<file path="src/rtl/occ_line_responder_if.sv">
// rtl/occ_line_responder_if.sv - request, memory and result signal bundle for the occurrence line responder
`ifndef READ_NUM_WIDTH
`define READ_NUM_WIDTH 8
`endif

interface occ_line_responder_if #(
   parameter int ADDR_W = 42,
   parameter int DATA_W = 512,
   parameter int RN_W   = `READ_NUM_WIDTH
);
   logic              request_valid;
   logic [ADDR_W-1:0] addr_k;
   logic [ADDR_W-1:0] addr_l;
   logic [RN_W-1:0]   read_num;
   logic              stall;
   logic              mem_rd_valid;
   logic              mem_rd_ready;
   logic [ADDR_W-1:0] mem_rd_addr;
   logic              mem_rsp_valid;
   logic [DATA_W-1:0] mem_rsp_data;
   logic              rsp_valid;
   logic              rsp_ready;
   logic [RN_W-1:0]   rsp_read_num;
   logic [DATA_W-1:0] rsp_line_k;
   logic [DATA_W-1:0] rsp_line_l;

   modport slave (
      input  request_valid, addr_k, addr_l, read_num,
      input  mem_rd_ready, mem_rsp_valid, mem_rsp_data, rsp_ready,
      output stall, mem_rd_valid, mem_rd_addr,
      output rsp_valid, rsp_read_num, rsp_line_k, rsp_line_l
   );

   modport master (
      output request_valid, addr_k, addr_l, read_num,
      output mem_rd_ready, mem_rsp_valid, mem_rsp_data, rsp_ready,
      input  stall, mem_rd_valid, mem_rd_addr,
      input  rsp_valid, rsp_read_num, rsp_line_k, rsp_line_l
   );
endinterface

</file>
<file path="src/rtl/occ_line_responder.sv">
// rtl/occ_line_responder.sv - fetches and pairs k/l cache lines for queued occurrence requests
`ifndef READ_NUM_WIDTH
`define READ_NUM_WIDTH 8
`endif

module occ_line_responder #(
   parameter int ADDR_W = 42,
   parameter int DATA_W = 512,
   parameter int RN_W   = `READ_NUM_WIDTH,
   parameter int DEPTH  = 4
) (
   input logic clk,
   input logic rst,
   occ_line_responder_if.slave bus
);
   localparam int PW = $clog2(DEPTH);
   localparam int CW = PW + 1;

   typedef enum logic [2:0] {IDLE, ISSUE_K, ISSUE_L, WAIT, OUT} state_t;

   logic [RN_W-1:0]   fifo_rn_q  [DEPTH];
   logic [ADDR_W-1:0] fifo_k_q   [DEPTH];
   logic [ADDR_W-1:0] fifo_l_q   [DEPTH];
   logic              fifo_dup_q [DEPTH];

   logic [PW-1:0] wr_ptr_q, wr_ptr_d, rd_ptr_q, rd_ptr_d;
   logic [CW-1:0] count_q, count_d;
   logic          stall_q, stall_d;
   logic          push, pop;

   state_t            state_q, state_d;
   logic [RN_W-1:0]   rn_q, rn_d;
   logic [ADDR_W-1:0] k_q, k_d, l_q, l_d;
   logic              dup_q, dup_d;
   logic [DATA_W-1:0] line_k_q, line_k_d, line_l_q, line_l_d;
   logic [1:0]        got_q, got_d;
   logic [1:0]        outst_q, outst_d;
   logic              mem_rd_valid_q, mem_rd_valid_d;
   logic [ADDR_W-1:0] mem_rd_addr_q, mem_rd_addr_d;
   logic              rsp_valid_q, rsp_valid_d;
   logic              hs, take, complete;

   // FIFO bookkeeping; stall is registered from the next count so it tracks count == DEPTH exactly
   always_comb begin
      push     = bus.request_valid && !stall_q;
      wr_ptr_d = wr_ptr_q + PW'(push);
      rd_ptr_d = rd_ptr_q + PW'(pop);
      count_d  = count_q + CW'(push) - CW'(pop);
      stall_d  = (count_d == CW'(DEPTH));
   end

   // FIFO storage; emptiness is carried by count, so entries need no reset
   always_ff @(posedge clk) begin
      if (push) begin
         fifo_rn_q[wr_ptr_q]  <= bus.read_num;
         fifo_k_q[wr_ptr_q]   <= bus.addr_k;
         fifo_l_q[wr_ptr_q]   <= bus.addr_l;
         fifo_dup_q[wr_ptr_q] <= (bus.addr_k == bus.addr_l);
      end
   end

   // Request sequencing: issue k (and l unless duplicate), collect lines in order, hold result until taken
   always_comb begin
      state_d  = state_q;
      rn_d     = rn_q;
      k_d      = k_q;
      l_d      = l_q;
      dup_d    = dup_q;
      line_k_d = line_k_q;
      line_l_d = line_l_q;
      pop      = 1'b0;

      hs   = mem_rd_valid_q && bus.mem_rd_ready;
      // Responses only count while this request has commands in flight; stale or stray ones are dropped
      take = bus.mem_rsp_valid && (state_q inside {ISSUE_K, ISSUE_L, WAIT}) &&
             ((outst_q != 2'd0) || hs);
      outst_d = outst_q + {1'b0, hs} - {1'b0, take};
      got_d   = got_q + {1'b0, take};
      complete = (got_d == (dup_q ? 2'd1 : 2'd2));

      if (take) begin
         if (got_q == 2'd0) begin
            line_k_d = bus.mem_rsp_data;
            if (dup_q) line_l_d = bus.mem_rsp_data;
         end else begin
            line_l_d = bus.mem_rsp_data;
         end
      end

      case (state_q)
         IDLE: begin
            if (count_q != '0) pop = 1'b1;
         end
         ISSUE_K: begin
            if (hs) begin
               if (dup_q) state_d = complete ? OUT : WAIT;
               else       state_d = ISSUE_L;
            end
         end
         ISSUE_L: begin
            if (hs) state_d = complete ? OUT : WAIT;
         end
         WAIT: begin
            if (complete) state_d = OUT;
         end
         OUT: begin
            if (bus.rsp_ready) begin
               if (count_q != '0) pop = 1'b1;
               else               state_d = IDLE;
            end
         end
         default: state_d = IDLE;
      endcase

      if (pop) begin
         state_d = ISSUE_K;
         rn_d    = fifo_rn_q[rd_ptr_q];
         k_d     = fifo_k_q[rd_ptr_q];
         l_d     = fifo_l_q[rd_ptr_q];
         dup_d   = fifo_dup_q[rd_ptr_q];
         got_d   = 2'd0;
      end

      mem_rd_valid_d = (state_d == ISSUE_K) || (state_d == ISSUE_L);
      if (state_d == ISSUE_K)      mem_rd_addr_d = k_d;
      else if (state_d == ISSUE_L) mem_rd_addr_d = l_d;
      else                         mem_rd_addr_d = mem_rd_addr_q;
      rsp_valid_d = (state_d == OUT);
   end

   // State and output registers; reset discards queued and in-flight work
   always_ff @(posedge clk) begin
      if (rst) begin
         wr_ptr_q       <= '0;
         rd_ptr_q       <= '0;
         count_q        <= '0;
         stall_q        <= 1'b0;
         state_q        <= IDLE;
         rn_q           <= '0;
         k_q            <= '0;
         l_q            <= '0;
         dup_q          <= 1'b0;
         line_k_q       <= '0;
         line_l_q       <= '0;
         got_q          <= '0;
         outst_q        <= '0;
         mem_rd_valid_q <= 1'b0;
         mem_rd_addr_q  <= '0;
         rsp_valid_q    <= 1'b0;
      end else begin
         wr_ptr_q       <= wr_ptr_d;
         rd_ptr_q       <= rd_ptr_d;
         count_q        <= count_d;
         stall_q        <= stall_d;
         state_q        <= state_d;
         rn_q           <= rn_d;
         k_q            <= k_d;
         l_q            <= l_d;
         dup_q          <= dup_d;
         line_k_q       <= line_k_d;
         line_l_q       <= line_l_d;
         got_q          <= got_d;
         outst_q        <= outst_d;
         mem_rd_valid_q <= mem_rd_valid_d;
         mem_rd_addr_q  <= mem_rd_addr_d;
         rsp_valid_q    <= rsp_valid_d;
      end
   end

   assign bus.stall        = stall_q;
   assign bus.mem_rd_valid = mem_rd_valid_q;
   assign bus.mem_rd_addr  = mem_rd_addr_q;
   assign bus.rsp_valid    = rsp_valid_q;
   assign bus.rsp_read_num = rn_q;
   assign bus.rsp_line_k   = line_k_q;
   assign bus.rsp_line_l   = line_l_q;
endmodule

</file>
<file path="src/flat_wrapper.sv">
// flat-port wrapper written by rule: the top's interface ports become plain ports
module occ_line_responder_flat 
#(
   parameter int ADDR_W = 42,
   parameter int DATA_W = 512,
   parameter int RN_W   = `READ_NUM_WIDTH,
   parameter int DEPTH  = 4
)
  (clk, rst, bus_request_valid, bus_addr_k, bus_addr_l, bus_read_num, bus_mem_rd_ready, bus_mem_rsp_valid, bus_mem_rsp_data, bus_rsp_ready, bus_stall, bus_mem_rd_valid, bus_mem_rd_addr, bus_rsp_valid, bus_rsp_read_num, bus_rsp_line_k, bus_rsp_line_l);
  occ_line_responder_if #(.ADDR_W(ADDR_W), .DATA_W(DATA_W), .RN_W(RN_W)) bus_i ();
  input logic clk;
  input logic rst;
  input wire logic [$bits(bus_i.request_valid)-1:0] bus_request_valid;
  input wire logic [$bits(bus_i.addr_k)-1:0] bus_addr_k;
  input wire logic [$bits(bus_i.addr_l)-1:0] bus_addr_l;
  input wire logic [$bits(bus_i.read_num)-1:0] bus_read_num;
  input wire logic [$bits(bus_i.mem_rd_ready)-1:0] bus_mem_rd_ready;
  input wire logic [$bits(bus_i.mem_rsp_valid)-1:0] bus_mem_rsp_valid;
  input wire logic [$bits(bus_i.mem_rsp_data)-1:0] bus_mem_rsp_data;
  input wire logic [$bits(bus_i.rsp_ready)-1:0] bus_rsp_ready;
  output wire logic [$bits(bus_i.stall)-1:0] bus_stall;
  output wire logic [$bits(bus_i.mem_rd_valid)-1:0] bus_mem_rd_valid;
  output wire logic [$bits(bus_i.mem_rd_addr)-1:0] bus_mem_rd_addr;
  output wire logic [$bits(bus_i.rsp_valid)-1:0] bus_rsp_valid;
  output wire logic [$bits(bus_i.rsp_read_num)-1:0] bus_rsp_read_num;
  output wire logic [$bits(bus_i.rsp_line_k)-1:0] bus_rsp_line_k;
  output wire logic [$bits(bus_i.rsp_line_l)-1:0] bus_rsp_line_l;
  assign bus_i.request_valid = bus_request_valid;
  assign bus_i.addr_k = bus_addr_k;
  assign bus_i.addr_l = bus_addr_l;
  assign bus_i.read_num = bus_read_num;
  assign bus_i.mem_rd_ready = bus_mem_rd_ready;
  assign bus_i.mem_rsp_valid = bus_mem_rsp_valid;
  assign bus_i.mem_rsp_data = bus_mem_rsp_data;
  assign bus_i.rsp_ready = bus_rsp_ready;
  assign bus_stall = bus_i.stall;
  assign bus_mem_rd_valid = bus_i.mem_rd_valid;
  assign bus_mem_rd_addr = bus_i.mem_rd_addr;
  assign bus_rsp_valid = bus_i.rsp_valid;
  assign bus_rsp_read_num = bus_i.rsp_read_num;
  assign bus_rsp_line_k = bus_i.rsp_line_k;
  assign bus_rsp_line_l = bus_i.rsp_line_l;
  occ_line_responder #(.ADDR_W(ADDR_W), .DATA_W(DATA_W), .RN_W(RN_W), .DEPTH(DEPTH)) u_core (.clk(clk), .rst(rst), .bus(bus_i));
endmodule
</file>
<file path="config.mk">
export PLATFORM = sky130hd
export DESIGN_NAME = occ_line_responder_flat
export DESIGN_NICKNAME = d
export VERILOG_FILES = /design/src/rtl/occ_line_responder_if.sv /design/src/rtl/occ_line_responder.sv /design/src/flat_wrapper.sv
export SDC_FILE = /design/constraint.sdc
export NUM_CORES = 2
export LEC_CHECK = 0
export ABC_AREA = 1
export ABC_CLOCK_PERIOD_IN_PS = 8500
export CORE_AREA = 2 2 648 650
export CTS_BUF_LIST = sky130_fd_sc_hd__clkbuf_8
export DETAILED_ROUTE_END_ITERATION = 6
export DIE_AREA = 0 0 650 652
export GPL_TIMING_DRIVEN = 1
export PLACE_DENSITY = 0.34
export SYNTH_ARGS = -nofsm -noshare
export SYNTH_HDL_FRONTEND = slang
export SYNTH_SLANG_ARGS = --single-unit
</file>
<file path="constraint.sdc">
create_clock -name clk -period 8.5 [get_ports clk]
set_clock_uncertainty 0.2 [all_clocks]
set_input_delay 1.7 -clock clk [delete_from_list [all_inputs] [get_ports clk]]
set_output_delay 1.7 -clock clk [all_outputs]
set_load 0.05 [all_outputs]
</file>
==> run metrics <==
Syn. warnings 0; Area contributors post-synth dfxtp_1, edfxtp_1, a21oi_1; Starting DRT DRC Count 4613; Tmin final 5.51 ns; grt total ovfl 0; All-Layer GR Usage 0.174; Area Overhead vs Synth 50.0%; share of cells above drive strength 1 0.0671; number of H-tree levels 5; post-synthesis compound-gate area fraction 0.124; first-pass GRT wire length 505000 µm; Util after Layout 0.207; largest area contributor in the netlist dfxtp_1; Ports 1687; Power Dens Cells 274 mW/mm²; simple-gate area share of the yosys netlist 0.215; die width 650 µm; mux cell area share after synthesis 0; Post-Syn Area 0.0573 mm²; Post-CTS Repair Setup Buffers 0; Slew @ Worst Pin 1.29 ns; placer congestion estimate ~0.90; XOR/XNOR share of the synthesized area 0.00611; critical path cell sequence clkdlybuf4s50_1 > nand2_1 > a211oi_4 > ha_1 > nor2_1 > nand3_1 > nand2_2 > nand2_2 > nand2_2 > nand3_4 > inv_4 > nand2_2 > nand2_2 > nor2_1 > nor2_1 > nor2_1; worst hold path type reg -> reg; CP max stage delay 0.76 ns; Routed Antenna Nets 0; CTS Root Cell clkbuf_8; CP Launch Type input port; dpl hpwl 290000 µm; DRC 0; Final TNS setup 0 ns; Reg clk slew, reported paths about 0.05 ns; Placeable Area 0.416 mm²; die area about 0.42 mm²; CP most frequent cell nand2_2; hold buffers post-CTS 0; Nets around 8700; First-pass DRT Iterations 6; Unique masters post-synth 37; Worst Path Class, Setup in -> reg; status complete, no violations; CP arrival 6.19 ns; post-synthesis sequential area ratio 0.606; via count around 56000; Initial Util 0.138; worst path bufs/invs 2; Final Cycle Share 0.648; Port Buffers 1686; Syn Inst Count 6517; Worst path slowest cell nand2_2; largest family of logic cells by synthesized area simple AND/OR/NAND/NOR gates; Synth top area share 0.411; Max Buffers Root-to-Sink 4; Final setup viols 0; post_cts resized 0; Max Fclk between 150 and 200 MHz; Leak Pwr between 20 and 30 nW; total power ~24 mW; vias per cell 4.03; Max Slew Vio Count 0; VDD IR max 0.176 mV; area share of fa/ha/maj cells after synthesis 0.00188; clock tree sinks 1548; Worst Path Required 9.18 ns; vias in the first global route 53500; antenna violations before repair roughly 120; Row Count around 240; Max FO, Critical Path 37; slew margin rel. 0.141; TritonCTS buffer count 323; # Max-Cap Violations 0; largest net degree at the start of global routing 205; RSZ-0062 raised after global routing no; Critical Path End Type flop; Final Hold Viols 0; Avg Cell Area, Syn 8.79 µm²; Routed WL 388000 µm; crit-path leading delay family simple AND/OR/NAND/NOR gates; flops & latches, synth 1548; CTS tree done; WL per Instance 28.1 µm; clock latency on the worst-skew pair 1.04 ns; Post-Syn Nets 7135; Die H 652 µm
[cell usage in the layout (no fill, tap or decap), types with 31 or more instances in the layout]
cell	netlist	layout
o22ai_1	50	50
edfxtp_1	372	372
a21oi_1	1107	1107
buf_4	4	59
inv_1	68	187
o21ai_0	218	218
diode_2	0	43
nand3_1	1107	1107
xnor2_1	31	31
nand2_1	1358	1355
clkdlybuf4s50_1	0	1676
nor2_1	372	372
dfxtp_1	1176	1174
clkbuf_8	0	381
[power by group]
part	switching, mW	internal [mW]	leakage [nW]
Sequential	0.426	8.26	12.9
Combinational	5.04	1.80	11.3
Clock	3.77	4.27	3.71
Total	9.23	14.3	27.9
[sequential cells by signal, indices dropped and copies added, names as in the netlist, 3 cells and up]
signal                   cells
u_core.fifo_k_q            168
u_core.fifo_dup_q            4
u_core.k_q                  42
u_core.bus.rsp_read_num      8
u_core.l_q                  42
u_core.fifo_rn_q            32
u_core.bus.rsp_line_k      512
u_core.count_q               3
u_core.bus.rsp_line_l      512
u_core.bus.mem_rd_addr      42
u_core.state_q               3
u_core.fifo_l_q            168
[path summary, 6_finish.rpt]
kind | start | end | slack, ns | cells after the start
worst max-delay path | bus_mem_rd_ready | u_core.bus.mem_rd_addr[26] | 2.99 | 16
worst min-delay path | u_core.bus.rsp_line_k[265] | u_core.bus.rsp_line_k[265] | 0.26 | 2
worst max register to register | u_core.bus.mem_rd_valid | u_core.bus.mem_rd_addr[26] | 3.70 | 15
worst min register to register | u_core.bus.rsp_line_k[265] | u_core.bus.rsp_line_k[265] | 0.26 | 2
[through the flow]
stage / hold slack (ns) / instance area, µm² / setup slack [ns] / std cells
after floorplan: 0.223 / 57300 / -0.627 / 6517
after global placement: 0.242 / 79500 / 1.96 / 13200
after detailed placement: 0.251 / 79500 / 1.83 / 13200
after CTS: 0.259 / 85900 / 3.04 / 13800
after global routing: 0.268 / 85900 / 2.71 / 13800
final: 0.258 / 86000 / 2.99 / 13800
[cells in the mapped netlist (all sizes together)]
| library cell | number |
|---|---|
| inv | 75 |
| o211ai | 1 |
| clkbuf | 324 |
| a21oi | 1108 |
| nand2 | 1364 |
| a31oi | 10 |
| buf | 241 |
| clkinv | 1 |
| or2 | 4 |
| nor3b | 2 |
| nand4 | 12 |
| o21a | 1 |
| ha | 7 |
| o22ai | 50 |
| xnor2 | 31 |
| nor3 | 7 |
| o21ai | 233 |
| a211oi | 1 |
| nand3 | 1110 |
| nor4 | 3 |
| dfxtp | 1176 |
| fa | 1 |
| edfxtp | 372 |
| xor2 | 9 |
| nor2 | 374 |
[logic make-up after synthesis]
family	Yosys count
xor gates and xnor gates	40
and+or+nand+nor	2876
AOI/OAI and AO/OA	1404
DFF	1548
adders and majority gates	8
buffers and inverters	641
[worst reg2reg max path: cells and delay by family, from the launching register on]
| kind | cells | cell delay (ns) |
|---|---|---|
| AND/OR/NAND/NOR | 12 | 2.60 |
| buffers and inverters | 1 | 0.76 |
| flip-flops | 1 | 0.40 |
| adder cells (fa/ha/maj) | 1 | 0.32 |
| AO/OA/AOI/OAI | 1 | 0.37 |
[metal layers]
layer  GRT usage  vias to the layer above  routed length (µm)
li1            -                    25400                   -
met3      0.0552                      583               31300
met2       0.282                     2157              179000
met1       0.212                    27500              161000
met4      0.0677                       30               16000
met5           0                        -                 189
[final cells by class]
type,instances,area [µm²]
Fill cell,45900,330000
Sequential cell,1548,34700
Multi-Input combinational cell,4328,19900
Timing Repair Buffer,1758,17700
Tap cell,5497,6880
Clock buffer,381,5240
Clock inverter,184,1110
Inverter,76,297
Antenna cell,43,108
Note: power is estimated with default switching activity, not from simulation.
